**config.mk**
```make
export PLATFORM = sky130hd
export DESIGN_NAME = bp_l15_store_buffer
export DESIGN_NICKNAME = d
export VERILOG_FILES = /design/src/rtl/bp_l15_store_buffer.sv
export SDC_FILE = /design/constraint.sdc
export NUM_CORES = 1
export LEC_CHECK = 0
export ABC_AREA = 1
export CORE_MARGIN = 2
export CORE_UTILIZATION = 50
export CTS_BUF_LIST = sky130_fd_sc_hd__clkbuf_4 sky130_fd_sc_hd__clkbuf_8 sky130_fd_sc_hd__clkbuf_16
export DETAILED_ROUTE_END_ITERATION = 8
export MAX_ROUTING_LAYER = met4
export PLACE_DENSITY_LB_ADDON = 0.2
export SYNTH_ARGS = -nofsm -noshare
export SYNTH_HDL_FRONTEND = slang
export SYNTH_SLANG_ARGS = --single-unit
```
**constraint.sdc**
```tcl
create_clock -name clk_i -period 8.83 [get_ports clk_i]
set_input_delay 0.883 -clock clk_i [delete_from_list [all_inputs] [get_ports clk_i]]
set_output_delay 0.883 -clock clk_i [all_outputs]
set_load 0.02 [all_outputs]
```
**src/rtl/bp_l15_store_buffer.sv**
```systemverilog
// Posted-store buffer in front of the BlackParrot-to-L1.5 transducer.
// Stores are acked on enqueue and drained in order; loads wait until every
// older store has drained, and fence_i blocks new requests until empty.
// Ports:
//   clk_i, reset_i               clock, synchronous active-high reset
//   req_*                        dcache request (valid/ready handshake)
//   fence_i                      block new requests until the buffer is empty
//   empty_o, count_o             buffer status
//   miss_*_o / miss_yumi_i       request to the transducer and its consume strobe
module bp_l15_store_buffer #(
  parameter int unsigned els_p         = 4,
  parameter int unsigned paddr_width_p = 40,
  parameter int unsigned way_width_p   = 3,
  parameter int unsigned dword_width_p = 64
) (
  input  logic                         clk_i,
  input  logic                         reset_i,
  input  logic                         req_v_i,
  output logic                         req_ready_o,
  input  logic                         req_store_i,
  input  logic                         req_uncached_i,
  input  logic [paddr_width_p-1:0]     req_addr_i,
  input  logic [way_width_p-1:0]       req_way_i,
  input  logic [dword_width_p-1:0]     req_data_i,
  input  logic [1:0]                   req_size_i,
  input  logic                         fence_i,
  output logic                         empty_o,
  output logic [$clog2(els_p+1)-1:0]   count_o,
  output logic                         miss_v_o,
  output logic                         miss_uncached_o,
  output logic [paddr_width_p-1:0]     miss_addr_o,
  output logic [way_width_p-1:0]       miss_lru_way_o,
  output logic                         miss_store_o,
  output logic [dword_width_p-1:0]     miss_store_data_o,
  output logic [1:0]                   miss_size_op_o,
  input  logic                         miss_yumi_i
);

  localparam int unsigned cnt_w = $clog2(els_p + 1);
  localparam int unsigned ptr_w = $clog2(els_p);

  typedef enum logic [1:0] {e_idle, e_load_wait, e_load_issue} state_e;

  state_e                   state_q, state_d;
  logic [cnt_w-1:0]         count_q, count_d;
  logic [ptr_w-1:0]         wr_ptr_q, wr_ptr_d, rd_ptr_q, rd_ptr_d;
  logic                     fence_blk_q, fence_blk_d;
  logic                     ld_uncached_q, ld_uncached_d;
  logic [paddr_width_p-1:0] ld_addr_q, ld_addr_d;
  logic [way_width_p-1:0]   ld_way_q, ld_way_d;
  logic [1:0]               ld_size_q, ld_size_d;

  // FIFO storage; contents are only observed while count_q covers the entry
  logic                     uncached_mem [els_p];
  logic [paddr_width_p-1:0] addr_mem     [els_p];
  logic [way_width_p-1:0]   way_mem      [els_p];
  logic [dword_width_p-1:0] data_mem     [els_p];
  logic [1:0]               size_mem     [els_p];

  logic full, fence_blk, push, ld_acc, pop, ld_done;

  // Handshakes, output mux and next-state logic
  always_comb begin
    state_d         = state_q;
    count_d         = count_q;
    wr_ptr_d        = wr_ptr_q;
    rd_ptr_d        = rd_ptr_q;
    ld_uncached_d   = ld_uncached_q;
    ld_addr_d       = ld_addr_q;
    ld_way_d        = ld_way_q;
    ld_size_d       = ld_size_q;
    miss_uncached_o   = 1'b0;
    miss_addr_o       = '0;
    miss_lru_way_o    = '0;
    miss_store_o      = 1'b0;
    miss_store_data_o = '0;
    miss_size_op_o    = 2'b00;

    full      = (count_q == cnt_w'(els_p));
    empty_o   = (count_q == '0) && (state_q == e_idle);
    count_o   = count_q;
    // A fence on a non-empty buffer blocks in its own cycle, then via the flop
    fence_blk   = fence_blk_q | (fence_i & ~empty_o);
    fence_blk_d = fence_blk & ~empty_o;

    req_ready_o = ~reset_i && (state_q == e_idle) && ~fence_blk &&
                  (req_store_i ? ~full : 1'b1);
    push   = req_v_i & req_ready_o & req_store_i;
    ld_acc = req_v_i & req_ready_o & ~req_store_i;

    // Stores always go ahead of a held load
    miss_v_o = (count_q != '0) || (state_q == e_load_issue);
    if (count_q != '0) begin
      miss_uncached_o   = uncached_mem[rd_ptr_q];
      miss_addr_o       = addr_mem[rd_ptr_q];
      miss_lru_way_o    = way_mem[rd_ptr_q];
      miss_store_o      = 1'b1;
      miss_store_data_o = data_mem[rd_ptr_q];
      miss_size_op_o    = size_mem[rd_ptr_q];
    end else if (state_q == e_load_issue) begin
      miss_uncached_o = ld_uncached_q;
      miss_addr_o     = ld_addr_q;
      miss_lru_way_o  = ld_way_q;
      miss_size_op_o  = ld_size_q;
    end

    pop     = miss_yumi_i && (count_q != '0);
    ld_done = miss_yumi_i && (count_q == '0) && (state_q == e_load_issue);

    if (push) wr_ptr_d = wr_ptr_q + ptr_w'(1);
    if (pop)  rd_ptr_d = rd_ptr_q + ptr_w'(1);
    count_d = count_q + cnt_w'(push) - cnt_w'(pop);

    if (ld_acc) begin
      ld_uncached_d = req_uncached_i;
      ld_addr_d     = req_addr_i;
      ld_way_d      = req_way_i;
      ld_size_d     = req_size_i;
    end

    case (state_q)
      e_idle:       if (ld_acc) state_d = (count_q != '0) ? e_load_wait : e_load_issue;
      // Also covers a load accepted in the cycle the last store popped
      e_load_wait:  if (count_d == '0) state_d = e_load_issue;
      e_load_issue: if (ld_done) state_d = e_idle;
      default:      state_d = e_idle;
    endcase
  end

  // Control and load-register flops
  always_ff @(posedge clk_i) begin
    if (reset_i) begin
      state_q       <= e_idle;
      count_q       <= '0;
      wr_ptr_q      <= '0;
      rd_ptr_q      <= '0;
      fence_blk_q   <= 1'b0;
      ld_uncached_q <= 1'b0;
      ld_addr_q     <= '0;
      ld_way_q      <= '0;
      ld_size_q     <= 2'b00;
    end else begin
      state_q       <= state_d;
      count_q       <= count_d;
      wr_ptr_q      <= wr_ptr_d;
      rd_ptr_q      <= rd_ptr_d;
      fence_blk_q   <= fence_blk_d;
      ld_uncached_q <= ld_uncached_d;
      ld_addr_q     <= ld_addr_d;
      ld_way_q      <= ld_way_d;
      ld_size_q     <= ld_size_d;
    end
  end

  // FIFO write port
  always_ff @(posedge clk_i) begin
    if (push) begin
      uncached_mem[wr_ptr_q] <= req_uncached_i;
      addr_mem[wr_ptr_q]     <= req_addr_i;
      way_mem[wr_ptr_q]      <= req_way_i;
      data_mem[wr_ptr_q]     <= req_data_i;
      size_mem[wr_ptr_q]     <= req_size_i;
    end
  end

  // A consume strobe with nothing presented is a transducer protocol error
  always @(posedge clk_i) begin
    if (!reset_i && miss_yumi_i)
      assert (miss_v_o) else $error("miss_yumi_i asserted while miss_v_o=0");
  end

endmodule

```
---- After elaboration in Yosys (flattened, before gate mapping) ----
Memory sizes are Yosys's and may differ from the RTL's. A register that Yosys moved wholly into a read port is not among the register bits.
Cells that the tools add are included.
operators by class
  $add $sub $neg .......................... 4
  equal/unequal tests ..................... 6
  muxes and demuxes ....................... 28
  bitwise logic cells ..................... 11
  reduce and logical (&&, ||, !) cells .... 13
operators by type and width
  cell                   number
  $mux W40               2
  $mux W64               1
  $mux W2                16
  $logic_and A1 B1 Y1    7
  $logic_not A3 Y1       2
  $mux W1                6
  $mux W3                2
  $ne A2 B2 Y1 const B   3
  $pmux W2 S3            1
  $and A1 B1 Y1          5
  $not A1 Y1             5
  $add A2 B1 Y2 const B  2
  $add A3 B1 Y3          1
  $eq A3 B3 Y1 const B   1
  $reduce_and A3 Y1      1
  $reduce_bool A3 Y1     1
  $sub A3 B1 Y3          1
  $eq A2 B1 Y1 const B   1
  $eq A2 B2 Y1 const B   1
  $logic_not A2 Y1       1
  $logic_or A1 B1 Y1     1
  $or A1 B1 Y1           1
word-level totals
  register bits after elaboration ......... 56
  bits in writable memories ............... 440
  input bits .............................. 116
  output and inout port bits .............. 117
  word-level logic and storage cells ...... 76
  memories kept ........................... 5
memory list
  memory        depth  bits a word  rd ports  clocked after memory_dff  wr ports  line  RTL
  data_mem      4      64           1         1                         1         57    logic [dword_width_p-1:0] data_mem [els_p];
  addr_mem      4      40           1         1                         1         55    logic [paddr_width_p-1:0] addr_mem [els_p];
  way_mem       4      3            1         1                         1         56    logic [way_width_p-1:0] way_mem [els_p];
  size_mem      4      2            1         1                         1         58    logic [1:0] size_mem [els_p];
  uncached_mem  4      1            1         1                         1         54    logic uncached_mem [els_p];

---- Depth between registers and ports, before layout ----
Gate-level depths: netlist of the first run.
  depth after elaboration ................. 15
  mapped depth ............................ 17
  mapped depth without buffers ............ 17

---- Worst setup path before layout of the first run ----
No wires, ideal clock.
  kind .................................... input port to flip-flop
  start point ............................. input reset_i
  end point ............................... memory addr_mem[0][0], enable pin
  setup time .............................. 580 ps
  data arrival time ....................... 6,108 ps
  required time ........................... 8,250 ps
  slack ................................... 2,142 ps
  stages on the path ...................... 7
  buffers on the path ..................... 0
  path through ............................ inv_2 > nand2_1 > nor2_1 > nand3_1 > nor2_1 > inv_1 > nor2_1
between the ends
  word-level cells in the longest chain between the ends .. 8
ends and longest elaborated chain
  element                           line  RTL
  start: declaration                17    input logic reset_i,
  $not A1 Y1                        86    req_ready_o = ~reset_i && (state_q == e_idle) && ~fence_blk &&
  $logic_and A1 B1 Y1 (3 in a row)  86
  $and A1 B1 Y1 (2 in a row)        88    push = req_v_i & req_ready_o & req_store_i;
  $mux W1                           157   if (push) begin
  $mux W1 (not written as such)     159   addr_mem[wr_ptr_q] <= req_addr_i;
  end: declaration                  55
Every way passes these cells.

==> flow_metrics.tcl, run 1 <==
set metrics [dict create \
    status "completed" \
    r2r_setup_slack_ps 5370 \
    chip_width_um 201.6 \
    powerDensity_nw_per_um2 312.8 \
    critPathArrivalTime_ps 4440 \
    overall_die_area_um2 40650 \
    accumulated_negative_setup_slack_ps 0 \
    mostFrequentLayoutCell "sky130_fd_sc_hd__edfxtp_1" \
    antenna_violating_nets_post_route 0 \
    holdBufCountCts 0 \
    design.final.nets 1867 \
    setup_viol 0 \
    final.period_utilization 0.6026 \
    grt_antenna_before_repair 2 \
    worstPathCellList "buf_4, buf_4, a21oi_1, a221oi_1, a31o_2, clkdlybuf4s50_1" \
    drive_above_1_share 0.09193 \
    routabilityCongestion 0.7873 \
    grt_start_max_net_pins 113 \
    gr-usage-all-layers 0.2273 \
    start_kind "register" \
    syn-cell-area_um2 19520 \
    via_count_of_the_first_global_routing_pass 12400 \
    tritoncts_num_sinks 498 \
    drt_first_iter_violations 987 \
    layout_min_cycle_time_ps 5321 \
    netlist_instances 1555 \
    timing.hold.worst.start "rd_ptr_q[1]$_SDFFE_PP0P_" \
    detailroute.via_count 12710 \
    cpMostUsedCell "sky130_fd_sc_hd__buf_4" \
    flow.area_growth_from_synthesis_pct 21.92 \
    worst_r2r_endpoint "state_q[0]$_SDFFE_PP0P_" \
    netlist-cell-type-count 29 \
    io_pins 233 \
    place_hpwl_um 24070 \
    post_drt_wl_per_cell_um 19.68 \
    cts-htree-levels 2 \
    actual_transition_at_the_worst_max_transition_pin_ps 1122 \
    synth_seq_cells 498 \
    mappedNetlistNets 1678 \
    critical_path_class "register to output port" \
    fp.coreArea_um2 38560 \
    cts_max_path_buffers 3 \
    vdd_ir_drop_max_mv 0.2486 \
    route.detailed.vias_per_inst 5.514 \
    clk_pin_slew_ps 60 \
    drt-total-wl_um 45350 \
    post-cts-setup-buffer-count 0 \
    timing.critical_path.fanout_max 79 \
    post_layout_utilization_of_the_core 0.6174 \
    die_height_um 201.6 \
    most-common-layout-cells "sky130_fd_sc_hd__edfxtp_1, sky130_fd_sc_hd__nor2_1, sky130_fd_sc_hd__clkdlybuf4s50_1, sky130_fd_sc_hd__a21oi_1, sky130_fd_sc_hd__o21ai_0" \
    achievable-frequency_ghz 0.1880 \
    worst-path-buf-inv 3 \
    worst-endpoint-required_ps 7950 \
    hold-path-cell-count 2 \
    cts_resized 0 \
    numCtsBuffers 49 \
    crit_path_top_delay_cell "sky130_fd_sc_hd__dfxtp_4" \
    final-max-slew-violation-count 0 \
    synth_area_per_cell_um2 12.56 \
    cp_capture_type "output port" \
    rows 72 \
    initial_core_util 0.5064 \
    holdCritPathClass "register to register" \
    count_of_endpoints_failing_hold_in_the_final_timing_report 0 \
    rsz0062_at_grt "false" \
    total_power_mw 7.446 \
    global_route_wire_length_before_repair_um 69830 \
    insertion_delay_ps 590 \
    r2r_cells 14 \
    timing.critical_path.slowest_cell_delay_ps 870 \
    root_buffer "sky130_fd_sc_hd__clkbuf_16" \
    critical_path.reg2reg.startpoint "count_o[1]$_SDFF_PP0_" \
    synth-warning-count 0 \
    first_pass_iters 6 \
    cp_top_family "buffers and inverters" \
    leak_pwr_nw 8.124 \
    route.detailed.drc 0 \
    synth_seq_area_share 0.7362 \
    finalClockSkew_ps 14.66 \
    timing.max_cap.violations 0 \
    globalRoute.totalOverflow 0 \
    io_buffers 232 \
    maxSlewHeadroom 0.2520 \
    tritoncts "done" \
]
## registers in the layout, indices dropped and copies added (netlist names), 2 cells and up, named ones only
register,flops
data_mem,256
state_q,2
ld_addr_q,40
ld_size_q,2
ld_way_q,3
addr_mem,160
way_mem,12
uncached_mem,4
wr_ptr_q,2
rd_ptr_q,2
size_mem,8
count_o,3
## cell type report
| class | instances | area [um2] |
|---|---|---|
| tap | 518 | 648.1 |
| fill | 3067 | 14750 |
| timing repair buffer | 247 | 2447 |
| clock buffer | 72 | 1459 |
| multi-input combinational | 924 | 4521 |
| sequential | 498 | 14380 |
| antenna | 2 | 5.005 |
| clock inverter | 19 | 241.5 |
| inverter | 24 | 101.3 |
## stage by stage
| stage | instance area (um2) | setup slack, ps | std cells | hold WS [ps] |
|---|---|---|---|---|
| finish | 23800 | 3509 | 2304 | 476.2 |
| CTS | 23800 | 3443 | 2302 | 476.4 |
| detailed placement | 22100 | 4042 | 2211 | 459.0 |
| global route | 23800 | 3253 | 2304 | 494.7 |
| floorplan | 19530 | 2142 | 1555 | 442.1 |
| global placement | 22100 | 4037 | 2211 | 447.6 |
## synthesized netlist by cell type
| cell type | instances | area, um2 |
|---|---|---|
| sky130_fd_sc_hd__a221oi_1 | 46 | 402.9 |
| sky130_fd_sc_hd__inv_1 | 20 | 75.07 |
| sky130_fd_sc_hd__nand4_2 | 1 | 12.51 |
| sky130_fd_sc_hd__a21oi_1 | 164 | 820.8 |
| sky130_fd_sc_hd__nor2_1 | 363 | 1363 |
| sky130_fd_sc_hd__a21oi_4 | 1 | 16.27 |
| sky130_fd_sc_hd__nand3b_1 | 1 | 7.510 |
| sky130_fd_sc_hd__o21ai_1 | 32 | 160.2 |
| sky130_fd_sc_hd__nand3_2 | 1 | 10.01 |
| sky130_fd_sc_hd__a21boi_1 | 1 | 7.510 |
| sky130_fd_sc_hd__nor3_1 | 1 | 5.000 |
| sky130_fd_sc_hd__buf_2 | 32 | 160.2 |
| sky130_fd_sc_hd__o21ai_0 | 147 | 735.7 |
| sky130_fd_sc_hd__fa_1 | 1 | 20.02 |
| sky130_fd_sc_hd__nand2_1 | 105 | 394.1 |
| sky130_fd_sc_hd__nand3_1 | 4 | 20.02 |
| sky130_fd_sc_hd__nor2_2 | 2 | 12.51 |
| sky130_fd_sc_hd__edfxtp_1 | 440 | 13210 |
| sky130_fd_sc_hd__buf_1 | 16 | 60.06 |
| sky130_fd_sc_hd__buf_4 | 6 | 45.04 |
| sky130_fd_sc_hd__clkbuf_1 | 41 | 153.9 |
| sky130_fd_sc_hd__ha_1 | 6 | 75.07 |
| sky130_fd_sc_hd__inv_2 | 3 | 11.26 |
| sky130_fd_sc_hd__a31o_2 | 46 | 402.9 |
| sky130_fd_sc_hd__dfxtp_1 | 58 | 1161 |
| sky130_fd_sc_hd__buf_6 | 14 | 157.7 |
| sky130_fd_sc_hd__nor2_4 | 1 | 11.26 |
| sky130_fd_sc_hd__and2_1 | 1 | 6.260 |
| sky130_fd_sc_hd__clkinv_2 | 1 | 5.000 |
## power by group
part,total (mW),internal (mW),switching [mW],leakage [nW]
Combinational,2.52,0.987,1.53,2.83
Clock,2.16,1.32,0.842,0.858
Sequential,2.76,2.68,0.0868,4.44
Total,7.45,4.98,2.46,8.12
## cell families after synthesis
logic type	Yosys count	synth area share
DFF	498	0.7362
AOI/OAI and AO/OA	437	0.1304
buffers and inverters	133	0.03422
adders and majority gates	7	0.004870
and+or+nand+nor	480	0.09433
## how the worst max path moves through the flow
| stage | cells after the start | end | start |
|---|---|---|---|
| after CTS | 6 | miss_addr_o[22] | register |
| after floorplan | 7 | addr_mem[0][0]$_DFFE_PP_ | reset_i |
| after global placement | 17 | state_q[0]$_SDFFE_PP0P_ | reset_i |
| after detailed placement | 17 | state_q[0]$_SDFFE_PP0P_ | reset_i |
| final | 6 | miss_addr_o[22] | register |
| after global routing | 6 | miss_addr_o[22] | register |
## per-layer routing
metal | vias to the layer above | share of wire | global-route usage
li1 | 6022 | - | -
met1 | 6210 | 0.42 | 0.2976
met2 | 413 | 0.49 | 0.3683
met3 | 60 | 0.070 | 0.04487
met4 | 0 | 0.018 | 0.05541
met5 | - | 0 | -
## worst reg2reg max path, delay by kind of cell (launching register included)
family          cells  cell delay (ps)
fa+ha+maj           3             1010
simple gates        8              980
buf+inv             2              850
flops               1              340
compound gates      1              210
No activity file was read; power rests on OpenSTA's default activity.
==> inputs of run 2 (changes only) <==
==> constraint.sdc (replaced) <==
create_clock -name clk_i -period 4.45 [get_ports clk_i]
set_input_delay 0.445 -clock clk_i [delete_from_list [all_inputs] [get_ports clk_i]]
set_output_delay 0.445 -clock clk_i [all_outputs]
set_load 0.02 [all_outputs]
==> flow_metrics.tcl, run 2 (same netlist as run 1, synthesis figures left out) <==
set metrics [dict create \
    tritoncts "done" \
    timing.critical_path.fanout_max 97 \
    clk_pin_slew_ps 60 \
    critPathArrivalTime_ps 3130 \
    powerDensity_nw_per_um2 611.1 \
    worst-endpoint-required_ps 4010 \
    via_count_of_the_first_global_routing_pass 12700 \
    place_inst 2219 \
    rows 72 \
    routabilityCongestion 0.7578 \
    maxSlewHeadroom 0.3080 \
    holdCritPathClass "register to register" \
    actual_transition_at_the_worst_max_transition_pin_ps 1038 \
    grt_antenna_before_repair 2 \
    achievable-frequency_ghz 0.2801 \
    gr-usage-all-layers 0.2337 \
    antenna_violating_nets_post_route 0 \
    finalClockSkew_ps 12.63 \
    tritoncts_num_sinks 498 \
    mostFrequentLayoutCell "sky130_fd_sc_hd__edfxtp_1" \
    detailroute.via_count 12770 \
    globalRoute.totalOverflow 0 \
    largest_reg_flops 256 \
    drt-total-wl_um 46090 \
    accumulated_negative_setup_slack_ps 0 \
    root_buffer "sky130_fd_sc_hd__clkbuf_16" \
    chip_width_um 201.6 \
    leak_pwr_nw 8.116 \
    layout_filler_cell_count 3067 \
    post-cts-setup-buffer-count 0 \
    status "completed" \
    layout_min_cycle_time_ps 3570 \
    rsz0062_at_grt "false" \
    die_height_um 201.6 \
    final-max-slew-violation-count 0 \
    initial_core_util 0.5064 \
    fp.coreArea_um2 38560 \
    most-common-layout-cells "sky130_fd_sc_hd__edfxtp_1, sky130_fd_sc_hd__nor2_1, sky130_fd_sc_hd__clkdlybuf4s50_1, sky130_fd_sc_hd__a21oi_1, sky130_fd_sc_hd__o21ai_0" \
    numCtsBuffers 50 \
    registers.top_by_ff_count "data_mem" \
    drt_first_iter_violations 909 \
    start_kind "register" \
    cts_resized 0 \
    place_hpwl_um 24100 \
    grt_start_max_net_pins 221 \
    critical_path_class "register to output port" \
    reg_top3 "data_mem: 256 flops, addr_mem: 160 flops, ld_addr_q: 40 flops" \
    final_cell_count_no_fill 2313 \
    vdd_ir_drop_max_mv 0.4583 \
    overall_die_area_um2 40650 \
    route.detailed.vias_per_inst 5.522 \
    final.period_utilization 0.8023 \
    insertion_delay_ps 580 \
    first_pass_iters 8 \
    area_of_the_multi_input_gates_um2 4521 \
    cts_max_path_buffers 3 \
    cts-htree-levels 2 \
    post_drt_wl_per_cell_um 19.93 \
    io_pins 233 \
    io_buffers 232 \
    design.final.nets 1876 \
    flow.area_growth_from_synthesis_pct 22.18 \
    drive_above_1_share 0.08929 \
    global_route_wire_length_before_repair_um 71550 \
    timing.max_cap.violations 0 \
    final-seq-area_um2 14380 \
    setup_viol 0 \
    count_of_endpoints_failing_hold_in_the_final_timing_report 0 \
    holdBufCountCts 0 \
    cp_capture_type "output port" \
    route.detailed.drc 0 \
]
==> run 2: cell types whose count changed in the layout (fill, tap and decap cells not counted), sizes merged <==
cell,previous run,this run
bufinv,6,3
diode,2,3
clkbuf,72,61
clkinvlp,0,1
clkinv,13,26
buf,15,23
==> run 2: cell type report <==
cell class,count,area share
inverters,24,0.004248
diodes,3,0.0003147
multi-input cells,924,0.1895
clock buffers,61,0.05665
repair buffers,255,0.1104
clock inverters,30,0.008916
well taps,518,0.02717
flip-flops and latches,498,0.6029
==> run 2: worst paths after layout <==
| kind | endpoint | cells past startpoint | from | slack [ps] |
|---|---|---|---|---|
| worst min-delay path | register | 2 | rd_ptr_q[1]$_SDFFE_PP0P_ | 460 |
| worst max-delay path | miss_addr_o[25] | 6 | register | 880 |
| worst min register to register | register | 2 | rd_ptr_q[1]$_SDFFE_PP0P_ | 460 |
| worst max register to register | state_q[1]$_SDFFE_PP0P_ | 15 | state_q[0]$_SDFFE_PP0P_ | 1300 |
==> run 2: critical path: stages, from the launching register on <==
cell,delay (ps)
sky130_fd_sc_hd__dfxtp_4,360
sky130_fd_sc_hd__inv_6,530
sky130_fd_sc_hd__buf_4,400
sky130_fd_sc_hd__nand2_1,90
sky130_fd_sc_hd__a221oi_1,300
sky130_fd_sc_hd__a31o_2,150
sky130_fd_sc_hd__clkdlybuf4s50_1,690
==> run 2: per-stage QoR <==
stage / hold WS, ps / instance area (um2) / power [mW] / utilization / worst slack [ps]
finish: 464.8 / 23860 / 14.58 / 0.6187 / 879.6
global route: 473.2 / 23850 / 15.26 / 0.6186 / 666.6
CTS: 461.6 / 23850 / 14.71 / 0.6185 / 849.3
detailed placement: 456.1 / 22280 / 10.70 / 0.5779 / 810.9
global placement: 450.7 / 22280 / 10.67 / 0.5779 / 907.0
floorplan: 442.1 / 19540 / 8.536 / - / -51.69
==> run 2: report_power, final <==
part / internal (mW) / switching, mW
Clock: 2.32 / 1.68
Combinational: 2.02 / 3.16
Sequential: 5.31 / 0.0902
==> run 2: metal layers <==
| metal | global-route usage | part of all wire | wire, um | vias to the layer above |
|---|---|---|---|---|
| met4 | 0.05383 | 0.016 | 743 | 0 |
| li1 | - | - | - | 6048 |
| met2 | 0.3888 | 0.50 | 23140 | 367 |
| met3 | 0.05345 | 0.064 | 2961 | 56 |
| met5 | - | 0 | 0 | - |
| met1 | 0.2932 | 0.42 | 19240 | 6301 |
==> inputs of run 3 (changes only) <==
==> constraint.sdc (replaced) <==
create_clock -name clk_i -period 3.3 [get_ports clk_i]
set_input_delay 0.33 -clock clk_i [delete_from_list [all_inputs] [get_ports clk_i]]
set_output_delay 0.33 -clock clk_i [all_outputs]
set_load 0.02 [all_outputs]
==> flow_metrics.tcl, run 3 (same netlist as run 1, synthesis figures left out) <==
set metrics [dict create \
    crit_path_top_delay_cell "sky130_fd_sc_hd__clkdlybuf4s50_1" \
    start_kind "register" \
    numCtsBuffers 51 \
    layout_filler_cell_count 3006 \
    grt_antenna_before_repair 4 \
    holdBufCountCts 0 \
    reg_top3 "data_mem: 256 flops, addr_mem: 160 flops, ld_addr_q: 40 flops" \
    finalClockSkew_ps 23.70 \
    final-max-slew-violation-count 0 \
    die_height_um 201.6 \
    registers.top_by_ff_count "data_mem" \
    route.detailed.drc 0 \
    root_buffer "sky130_fd_sc_hd__clkbuf_16" \
    critical_path.reg2reg.startpoint "state_q[0]$_SDFFE_PP0P_" \
    powerDensity_nw_per_um2 830.7 \
    hold-worst-slack_ps 374.2 \
    drt-total-wl_um 46580 \
    leak_pwr_nw 8.258 \
    antenna_violating_nets_post_route 0 \
    timing.critical_path.slowest_cell_delay_ps 630 \
    timing.hold.worst.start "req_data_i[47]" \
    final.period_utilization 0.9492 \
    actual_transition_at_the_worst_max_transition_pin_ps 699.8 \
    tritoncts_num_sinks 498 \
    worst-endpoint-required_ps 2970 \
    cp_capture_type "output port" \
    post_layout_utilization_of_the_core 0.6255 \
    gr-usage-all-layers 0.2375 \
    final-seq-area_um2 14380 \
    critPathArrivalTime_ps 2800 \
    largest_reg_flops 256 \
    via_count_of_the_first_global_routing_pass 12860 \
    timing.max_cap.violations 0 \
    clk_pin_slew_ps 60 \
    global_route_wire_length_before_repair_um 72270 \
    count_of_endpoints_failing_hold_in_the_final_timing_report 0 \
    cts_resized 0 \
    cts-htree-levels 2 \
    setup_viol 0 \
    route.detailed.vias_per_inst 5.483 \
    rsz0062_at_grt "false" \
    timing.critical_path.fanout_max 103 \
    post_drt_wl_per_cell_um 20.04 \
    total_power_mw 20.03 \
    grt_start_max_net_pins 118 \
    globalRoute.totalOverflow 0 \
    chip_width_um 201.6 \
    first_pass_iters 5 \
    initial_core_util 0.5064 \
    status "completed" \
    place_hpwl_um 24930 \
    achievable-frequency_ghz 0.3192 \
    stdcell_area_um2 24120 \
    insertion_delay_ps 590 \
    rows 72 \
    maxSlewHeadroom 0.5335 \
    tritoncts "done" \
    area_of_the_multi_input_gates_um2 4521 \
    holdCritPathClass "input port to register" \
    routabilityCongestion 0.7595 \
    design.final.nets 1884 \
    io_pins 233 \
    io_buffers 232 \
    worstPathCellList "buf_12, a21oi_1, a221oi_1, a31o_2, clkdlybuf4s50_1" \
    detailroute.via_count 12740 \
    most-common-layout-cells "sky130_fd_sc_hd__edfxtp_1, sky130_fd_sc_hd__nor2_1, sky130_fd_sc_hd__clkdlybuf4s50_1, sky130_fd_sc_hd__a21oi_1, sky130_fd_sc_hd__o21ai_0" \
    layout_min_cycle_time_ps 3132 \
    critical_path_class "register to output port" \
    flow.area_growth_from_synthesis_pct 23.51 \
    drt_first_iter_violations 845 \
    dpl_cell_area_um2 22440 \
    mostFrequentLayoutCell "sky130_fd_sc_hd__edfxtp_1" \
    post-cts-setup-buffer-count 0 \
    cts_max_path_buffers 3 \
    drive_above_1_share 0.1010 \
    fp.coreArea_um2 38560 \
    vdd_ir_drop_max_mv 0.5239 \
    overall_die_area_um2 40650 \
]
==> run 3: cell count changes in the layout (fill, tap and decap cells not counted), sizes merged <==
cell	change
inv	+1
diode	+1
clkbuf	+11
clkinvlp	-1
buf	+7
clkinv	-8
==> run 3: final timing paths <==
kind,slack [ps],end,cells past startpoint
worst max-delay path,170,miss_addr_o[9],5
worst min-delay path,370,data_mem[3][47]$_DFFE_PP_,1
worst max register to register,330,state_q[0]$_SDFFE_PP0P_,16
worst min register to register,460,register,2
==> run 3: metrics by stage <==
| step | std cells | setup WS (ps) | TNS [ps] |
|---|---|---|---|
| 4_1_cts | 2320 | 77.81 | 0 |
| 6_report | 2324 | 167.6 | 0 |
| 2_1_floorplan | 1555 | -1202 | -528750 |
| 3_3_place_gp | 2226 | 172.7 | 0 |
| 5_1_grt | 2324 | 69.53 | 0 |
| 3_5_place_dp | 2226 | 98.05 | 0 |
==> run 3: where the power goes <==
part           switching (mW)  internal [mW]  total, mW
logic                    4.30           2.81       7.11
registers               0.125           7.16       7.28
clock network            2.28           3.36       5.64
total                    6.70           13.3       20.0
==> run 3: critical path, delay by kind of cell, from the launching register on <==
family                 cells  cell delay, ps
buffers and inverters      2            1040
flip-flops                 1             400
AO/OA/AOI/OAI              3             740
==> run 3: layout make-up <==
class	count	share of cell area
flip-flops and latches	498	0.5963
multi-input cells	924	0.1875
repair buffers	262	0.1155
clock buffers	72	0.06143
well taps	518	0.02688
clock inverters	22	0.007679
inverters	24	0.004306
diodes	4	0.0004151
==> run 3: routing by layer <==
layer / share of wire / routed length, um / track usage
met1: 0.41 / 19200 / 0.2970
met4: 0.016 / 739 / 0.05488
met5: 0 / 0 / -
met3: 0.066 / 3068 / 0.04875
met2: 0.51 / 23570 / 0.4006
